### config.mk
export PLATFORM = sky130hd
export DESIGN_NAME = sa_wavefront_sel_seq_flat
export DESIGN_NICKNAME = d
export VERILOG_FILES = /design/src/rtl/sa_wavefront_sel_seq_if.sv /design/src/rtl/sa_wavefront_sel_seq.sv /design/src/flat_wrapper.sv
export SDC_FILE = /design/constraint.sdc
export NUM_CORES = 1
export LEC_CHECK = 0
export ABC_AREA = 1
export BUFFER_PORTS_ARGS = -buffer_cell sky130_fd_sc_hd__buf_4
export CAP_MARGIN = 20
export CORE_MARGIN = 4
export CORE_UTILIZATION = 59
export DETAILED_ROUTE_END_ITERATION = 10
export PLACE_DENSITY_LB_ADDON = 0.08
export REMOVE_ABC_BUFFERS = 1
export SLEW_MARGIN = 20
export SYNTH_ARGS = -nofsm -noshare
export SYNTH_HDL_FRONTEND = slang
export SYNTH_SLANG_ARGS = --single-unit
export TNS_END_PERCENT = 5
### constraint.sdc
create_clock -name clk -period 4.3 [get_ports clk]
set_input_delay 0.645 -clock clk [delete_from_list [all_inputs] [get_ports clk]]
set_output_delay 0.645 -clock clk [all_outputs]
set_load 0.02 [all_outputs]
### src/rtl/sa_wavefront_sel_seq_if.sv
// Handshake and element bus between a pass requester and the wavefront sequencer.
// The requester drives start/mode/stall; the sequencer drives the walk outputs.
interface sa_wavefront_sel_seq_if #(
    parameter int SEL_W  = 2,
    parameter int DIAG_W = 3,
    parameter int CNT_W  = 4
);
    logic              start;
    logic              mode;
    logic              stall;
    logic              busy;
    logic              valid;
    logic [SEL_W-1:0]  sel;
    logic [SEL_W-1:0]  col;
    logic [DIAG_W-1:0] diag;
    logic [CNT_W-1:0]  cnt;
    logic              diag_last;
    logic              done;

    modport master (
        output start, mode, stall,
        input  busy, valid, sel, col, diag, cnt, diag_last, done
    );

    modport slave (
        input  start, mode, stall,
        output busy, valid, sel, col, diag, cnt, diag_last, done
    );
endinterface

### src/rtl/sa_wavefront_sel_seq.sv
// Anti-diagonal wavefront walker for an N x N systolic array input stage.
// Emits one (row, col, diag) element per cycle, forward or time-reversed.
module sa_wavefront_sel_seq #(
    parameter int N      = 3,
    parameter int SEL_W  = 2,
    parameter int DIAG_W = 3,
    parameter int CNT_W  = 4
) (
    input  logic                    clk,
    input  logic                    rst,
    sa_wavefront_sel_seq_if.slave   bus
);
    typedef enum logic [1:0] {IDLE, RUN, FIN} state_t;

    localparam logic [CNT_W-1:0] LAST_CNT = CNT_W'(N * N - 1);

    state_t            state_q, state_d;
    logic              mode_q, mode_d;
    logic              busy_q, busy_d;
    logic              valid_q, valid_d;
    logic              done_q, done_d;
    logic              diag_last_q, diag_last_d;
    logic [SEL_W-1:0]  sel_q, sel_d;
    logic [SEL_W-1:0]  col_q, col_d;
    logic [DIAG_W-1:0] diag_q, diag_d;
    logic [CNT_W-1:0]  cnt_q, cnt_d;

    logic load;
    logic elem_mode;
    int   cur_d, cur_r, nxt_d, nxt_r;

    // Row bounds of diagonal d inside the N x N array.
    function automatic int lo_r(input int d);
        return (d > N - 1) ? d - (N - 1) : 0;
    endfunction

    function automatic int hi_r(input int d);
        return (d < N - 1) ? d : N - 1;
    endfunction

    function automatic logic last_of(input int d, input int r, input logic m);
        return m ? (r == lo_r(d)) : (r == hi_r(d));
    endfunction

    always_comb begin
        state_d     = state_q;
        mode_d      = mode_q;
        busy_d      = busy_q;
        valid_d     = valid_q;
        done_d      = 1'b0;
        diag_last_d = diag_last_q;
        sel_d       = sel_q;
        col_d       = col_q;
        diag_d      = diag_q;
        cnt_d       = cnt_q;
        load        = 1'b0;
        elem_mode   = mode_q;
        cur_d       = int'(diag_q);
        cur_r       = int'(sel_q);
        nxt_d       = cur_d;
        nxt_r       = cur_r;

        case (state_q)
            RUN: begin
                if (!bus.stall) begin
                    if (cnt_q == LAST_CNT) begin
                        state_d     = FIN;
                        busy_d      = 1'b0;
                        valid_d     = 1'b0;
                        done_d      = 1'b1;
                        diag_last_d = 1'b0;
                        sel_d       = '0;
                        col_d       = '0;
                        diag_d      = '0;
                        cnt_d       = '0;
                    end else begin
                        // Step within the diagonal, or jump to the start of the next one.
                        if (!mode_q) begin
                            if (cur_r < hi_r(cur_d)) begin
                                nxt_r = cur_r + 1;
                            end else begin
                                nxt_d = cur_d + 1;
                                nxt_r = lo_r(cur_d + 1);
                            end
                        end else begin
                            if (cur_r > lo_r(cur_d)) begin
                                nxt_r = cur_r - 1;
                            end else begin
                                nxt_d = cur_d - 1;
                                nxt_r = hi_r(cur_d - 1);
                            end
                        end
                        cnt_d = cnt_q + CNT_W'(1);
                        load  = 1'b1;
                    end
                end
            end
            default: begin
                // IDLE and FIN both accept start, which gives back-to-back passes.
                if (bus.start) begin
                    state_d   = RUN;
                    mode_d    = bus.mode;
                    elem_mode = bus.mode;
                    busy_d    = 1'b1;
                    valid_d   = 1'b1;
                    cnt_d     = '0;
                    nxt_d     = bus.mode ? 2 * N - 2 : 0;
                    nxt_r     = bus.mode ? N - 1 : 0;
                    load      = 1'b1;
                end else begin
                    state_d     = IDLE;
                    busy_d      = 1'b0;
                    valid_d     = 1'b0;
                    diag_last_d = 1'b0;
                    sel_d       = '0;
                    col_d       = '0;
                    diag_d      = '0;
                    cnt_d       = '0;
                end
            end
        endcase

        if (load) begin
            sel_d       = SEL_W'(nxt_r);
            col_d       = SEL_W'(nxt_d - nxt_r);
            diag_d      = DIAG_W'(nxt_d);
            diag_last_d = last_of(nxt_d, nxt_r, elem_mode);
        end
    end

    always_ff @(posedge clk) begin
        if (rst) begin
            state_q     <= IDLE;
            mode_q      <= 1'b0;
            busy_q      <= 1'b0;
            valid_q     <= 1'b0;
            done_q      <= 1'b0;
            diag_last_q <= 1'b0;
            sel_q       <= '0;
            col_q       <= '0;
            diag_q      <= '0;
            cnt_q       <= '0;
        end else begin
            state_q     <= state_d;
            mode_q      <= mode_d;
            busy_q      <= busy_d;
            valid_q     <= valid_d;
            done_q      <= done_d;
            diag_last_q <= diag_last_d;
            sel_q       <= sel_d;
            col_q       <= col_d;
            diag_q      <= diag_d;
            cnt_q       <= cnt_d;
        end
    end

    assign bus.busy      = busy_q;
    assign bus.valid     = valid_q;
    assign bus.done      = done_q;
    assign bus.diag_last = diag_last_q;
    assign bus.sel       = sel_q;
    assign bus.col       = col_q;
    assign bus.diag      = diag_q;
    assign bus.cnt       = cnt_q;
endmodule

### src/flat_wrapper.sv
// flat-port wrapper written by rule: the top's interface ports become plain ports
module sa_wavefront_sel_seq_flat 
#(
    parameter int N      = 3,
    parameter int SEL_W  = 2,
    parameter int DIAG_W = 3,
    parameter int CNT_W  = 4
)
  (clk, rst, bus_start, bus_mode, bus_stall, bus_busy, bus_valid, bus_sel, bus_col, bus_diag, bus_cnt, bus_diag_last, bus_done);
  sa_wavefront_sel_seq_if #(.SEL_W(SEL_W), .DIAG_W(DIAG_W), .CNT_W(CNT_W)) bus_i ();
  input  logic clk;
  input  logic rst;
  input wire logic [$bits(bus_i.start)-1:0] bus_start;
  input wire logic [$bits(bus_i.mode)-1:0] bus_mode;
  input wire logic [$bits(bus_i.stall)-1:0] bus_stall;
  output wire logic [$bits(bus_i.busy)-1:0] bus_busy;
  output wire logic [$bits(bus_i.valid)-1:0] bus_valid;
  output wire logic [$bits(bus_i.sel)-1:0] bus_sel;
  output wire logic [$bits(bus_i.col)-1:0] bus_col;
  output wire logic [$bits(bus_i.diag)-1:0] bus_diag;
  output wire logic [$bits(bus_i.cnt)-1:0] bus_cnt;
  output wire logic [$bits(bus_i.diag_last)-1:0] bus_diag_last;
  output wire logic [$bits(bus_i.done)-1:0] bus_done;
  assign bus_i.start = bus_start;
  assign bus_i.mode = bus_mode;
  assign bus_i.stall = bus_stall;
  assign bus_busy = bus_i.busy;
  assign bus_valid = bus_i.valid;
  assign bus_sel = bus_i.sel;
  assign bus_col = bus_i.col;
  assign bus_diag = bus_i.diag;
  assign bus_cnt = bus_i.cnt;
  assign bus_diag_last = bus_i.diag_last;
  assign bus_done = bus_i.done;
  sa_wavefront_sel_seq #(.N(N), .SEL_W(SEL_W), .DIAG_W(DIAG_W), .CNT_W(CNT_W)) u_core (.clk(clk), .rst(rst), .bus(bus_i));
endmodule
==> out/results.ini <==
[yosys]
ys_warn_count=0
seq_area_frac_synth_pct=18.6
ys.flop_type=dfxtp_1
yosys.area.top_type=dfxtp_1
synth-edff-count=0
yosysMostFrequentCell=nand2_1
yosys_register_bits=16
synthTopCellsByArea=dfxtp_1 19%, nand2_1 14%, ha_1 12%
synthCells=265
synthArstFlopShare_pct=0
syn_area_um2=1720
avgSynthCellArea_um2=6.51
yosysTopAreaCellShare_pct=18.6
synth_commonest_cells=63 x nand2_1, 28 x nor2_1, 26 x inv_1, 18 x a21oi_1
yosysUniqueCellTypes=36

[drt]
drt_wl_total_mm=3.88
wl_per_cell_um=12.4
ant_nets=0
viasPerCell=5.33
num_vias=1674
initialDrtViolationCount=104
first_pass_iters=4
drc=0

[sta]
fmax_mhz=292
tightest_slew_ns=0.579
finalSetupViolations=0
skew_ns=0.00751
hold_viol=0
fin_crit_sh_pct=79.5
worst_slack_ns=0.881
fin_tns_setup_ns=0
min_period_ns=3.42
holdWs_ns=0.473
final_max_slew_viol_count=0
slew_headroom_pct=61.2
rsz0062_at_grt=false

[global_routing]
grt-ovfl-total=0
grt_usage_pct=21.9
antenna_found_initial=0
grt_max_degree=12
grt_pass1_vias=1471
grt_pass1_wl_mm=6.43

[cts]
path_clk_slew_ns=0.10
cts.sinks=16
cts_setup_buffers=0
htree_num_levels=1
clk_latency_ns=0.28
cts-root-buf=clkbuf_4
cts_tree=yes
cts_buffer_depth=2
cts_resized=0
hold_buffers=0
cts_buffers=3

[run_status]
status=completed

[job]
drv_cap=0

[floorplan]
num_rows=19
dieArea_um2=3850
io_pins=20
core_um2=2780
die_w_um=62.1
start_util_pct=62.0
fp.dieH_um=62.1

[hold_path]
hold_path_depth=2
min_from=u_core.bus.col[1]$_SDFFE_PP0P_
hold_path_class=reg -> reg
whs_endpoint=u_core.bus.col[1]$_SDFFE_PP0P_

[placed_design]
post-place-ws_ns=0.918
placed_cell_area_um2=1870
gp_congestion=0.931
dp_hpwl_mm=3.09
portBuffers=19

[power_and_ir_drop]
ir_worst_vdd_uv=271
pwr-share-clk_pct=18.1
powerDensity_nw_per_um2=286
switching_share_pct=43.5
power_switching_uw=237
cellInternalPower_uw=307
finalPower_uw=544
leakage_nw=0.893
combPwrFrac_pct=50.4
seqPwrFrac_pct=31.6

[setup_path]
cp-end-kind=flip-flop
ff2ff_path_depth=25
crit_type=reg -> reg
r2r_start=u_core.bus.diag[0]$_SDFFE_PP0P_
r2r_slack_ns=0.88
crit_fanout=9
startpoint_type=flip-flop
crit_required_ns=4.52
worst_r2r_endpoint=u_core.bus.diag_last$_SDFFE_PP0P_
arrival_ns=3.64

[final_layout]
final_cell_area_um2=1900
fillers=261
seqCellArea_um2=320
drive_above_1_share_pct=23.0
synthToLayoutAreaGrowth_pct=10.4
diodes=0
multiInputGateArea_um2=1240
nets=306

worst max path at each step:
stage,start,to,cells after the start
finish,u_core.bus.diag[0]$_SDFFE_PP0P_,u_core.bus.diag_last$_SDFFE_PP0P_,25
global route,u_core.bus.diag[0]$_SDFFE_PP0P_,u_core.bus.diag_last$_SDFFE_PP0P_,26
CTS,u_core.bus.diag[0]$_SDFFE_PP0P_,u_core.bus.diag_last$_SDFFE_PP0P_,26
detailed placement,u_core.bus.diag[0]$_SDFFE_PP0P_,u_core.bus.diag_last$_SDFFE_PP0P_,26
global placement,u_core.bus.diag[0]$_SDFFE_PP0P_,u_core.bus.diag_last$_SDFFE_PP0P_,25
floorplan,u_core.bus.diag[0]$_SDFFE_PP0P_,u_core.bus.diag_last$_SDFFE_PP0P_,27
registers in the layout, indices dropped and copies added (netlist names):
signal / cells
u_core.mode_q: 1
u_core.bus.diag_last: 1
u_core.state_q: 2
u_core.bus.sel: 2
u_core.bus.cnt: 4
u_core.bus.diag: 3
u_core.bus.done: 1
u_core.bus.col: 2
per-stage QoR:
step	util, %	std cells
after floorplan	-	260
after global placement	67.1	310
after detailed placement	67.1	310
after CTS	68.4	314
after global routing	68.4	314
final	68.4	314
cell type report:
class | count | area share [%]
well taps | 31 | 2.04
flip-flops and latches | 16 | 16.8
multi-input cells | 210 | 65.0
inverters | 34 | 6.77
repair buffers | 19 | 7.50
clock buffers | 4 | 1.91
layout by cell type, fill, tap and decap left out, types with 3 or more instances in the layout:
cell	instances
inv_1	26
inv_2	6
o211ai_1	3
clkbuf_4	3
nor2_1	28
nand2_4	6
buf_4	19
ha_1	17
o21ai_1	4
xor2_1	4
dfxtp_1	16
nand2_1	63
nand2_2	15
nand4_1	4
nand3_1	17
nor2_2	4
a21oi_1	18
nand3_2	5
o21ai_0	5
critical path, cell delays in order (launching register included):
cell and delay [ns]:
dfxtp_1 0.47, inv_2 0.14, ha_1 0.21, a211oi_1 0.24, ha_1 0.18, inv_1 0.04
nand2_1 0.04, nand2_1 0.14, nand2_4 0.16, nand2_2 0.06, a21oi_1 0.16, nand2_2 0.07
nand3_2 0.09, nand2_4 0.07, inv_2 0.08, ha_1 0.14, nand2_1 0.07, ha_1 0.28
inv_1 0.03, nor2_1 0.14, nand3_1 0.10, o21ai_1 0.13, nand2_1 0.08, nor2_1 0.09
nand2_1 0.06, a21oi_2 0.10
power by group through the flow:
stage          Clock, mW  Sequential [mW]  Combinational (mW)
3_3_place_gp           0            0.175               0.269
6_report          0.0982            0.172               0.274
4_1_cts            0.101            0.172               0.273
3_5_place_dp           0            0.175               0.272
2_1_floorplan          0            0.183               0.201
5_1_grt            0.105            0.174               0.307
metal layers:
| metal | up-vias | part of all wire [%] | GRT usage, % | routed length [um] |
|---|---|---|---|---|
| li1 | 892 | - | - | - |
| met1 | 744 | 51 | 31.3 | 1970 |
| met2 | 30 | 44 | 35.1 | 1690 |
| met3 | 8 | 4.1 | 1.86 | 159 |
| met4 | 0 | 1.7 | 6.06 | 65 |
| met5 | - | 0 | 0 | 0 |
cell families after synthesis:
group | synth area share [%]
and+or+nand+nor | 42.2
AOI/OAI and AO/OA | 14.2
buffers and inverters | 9.72
adders and majority gates | 12.3
DFF | 18.6
xor gates and xnor gates | 3.05
No activity file was read; power rests on OpenSTA's default activity.
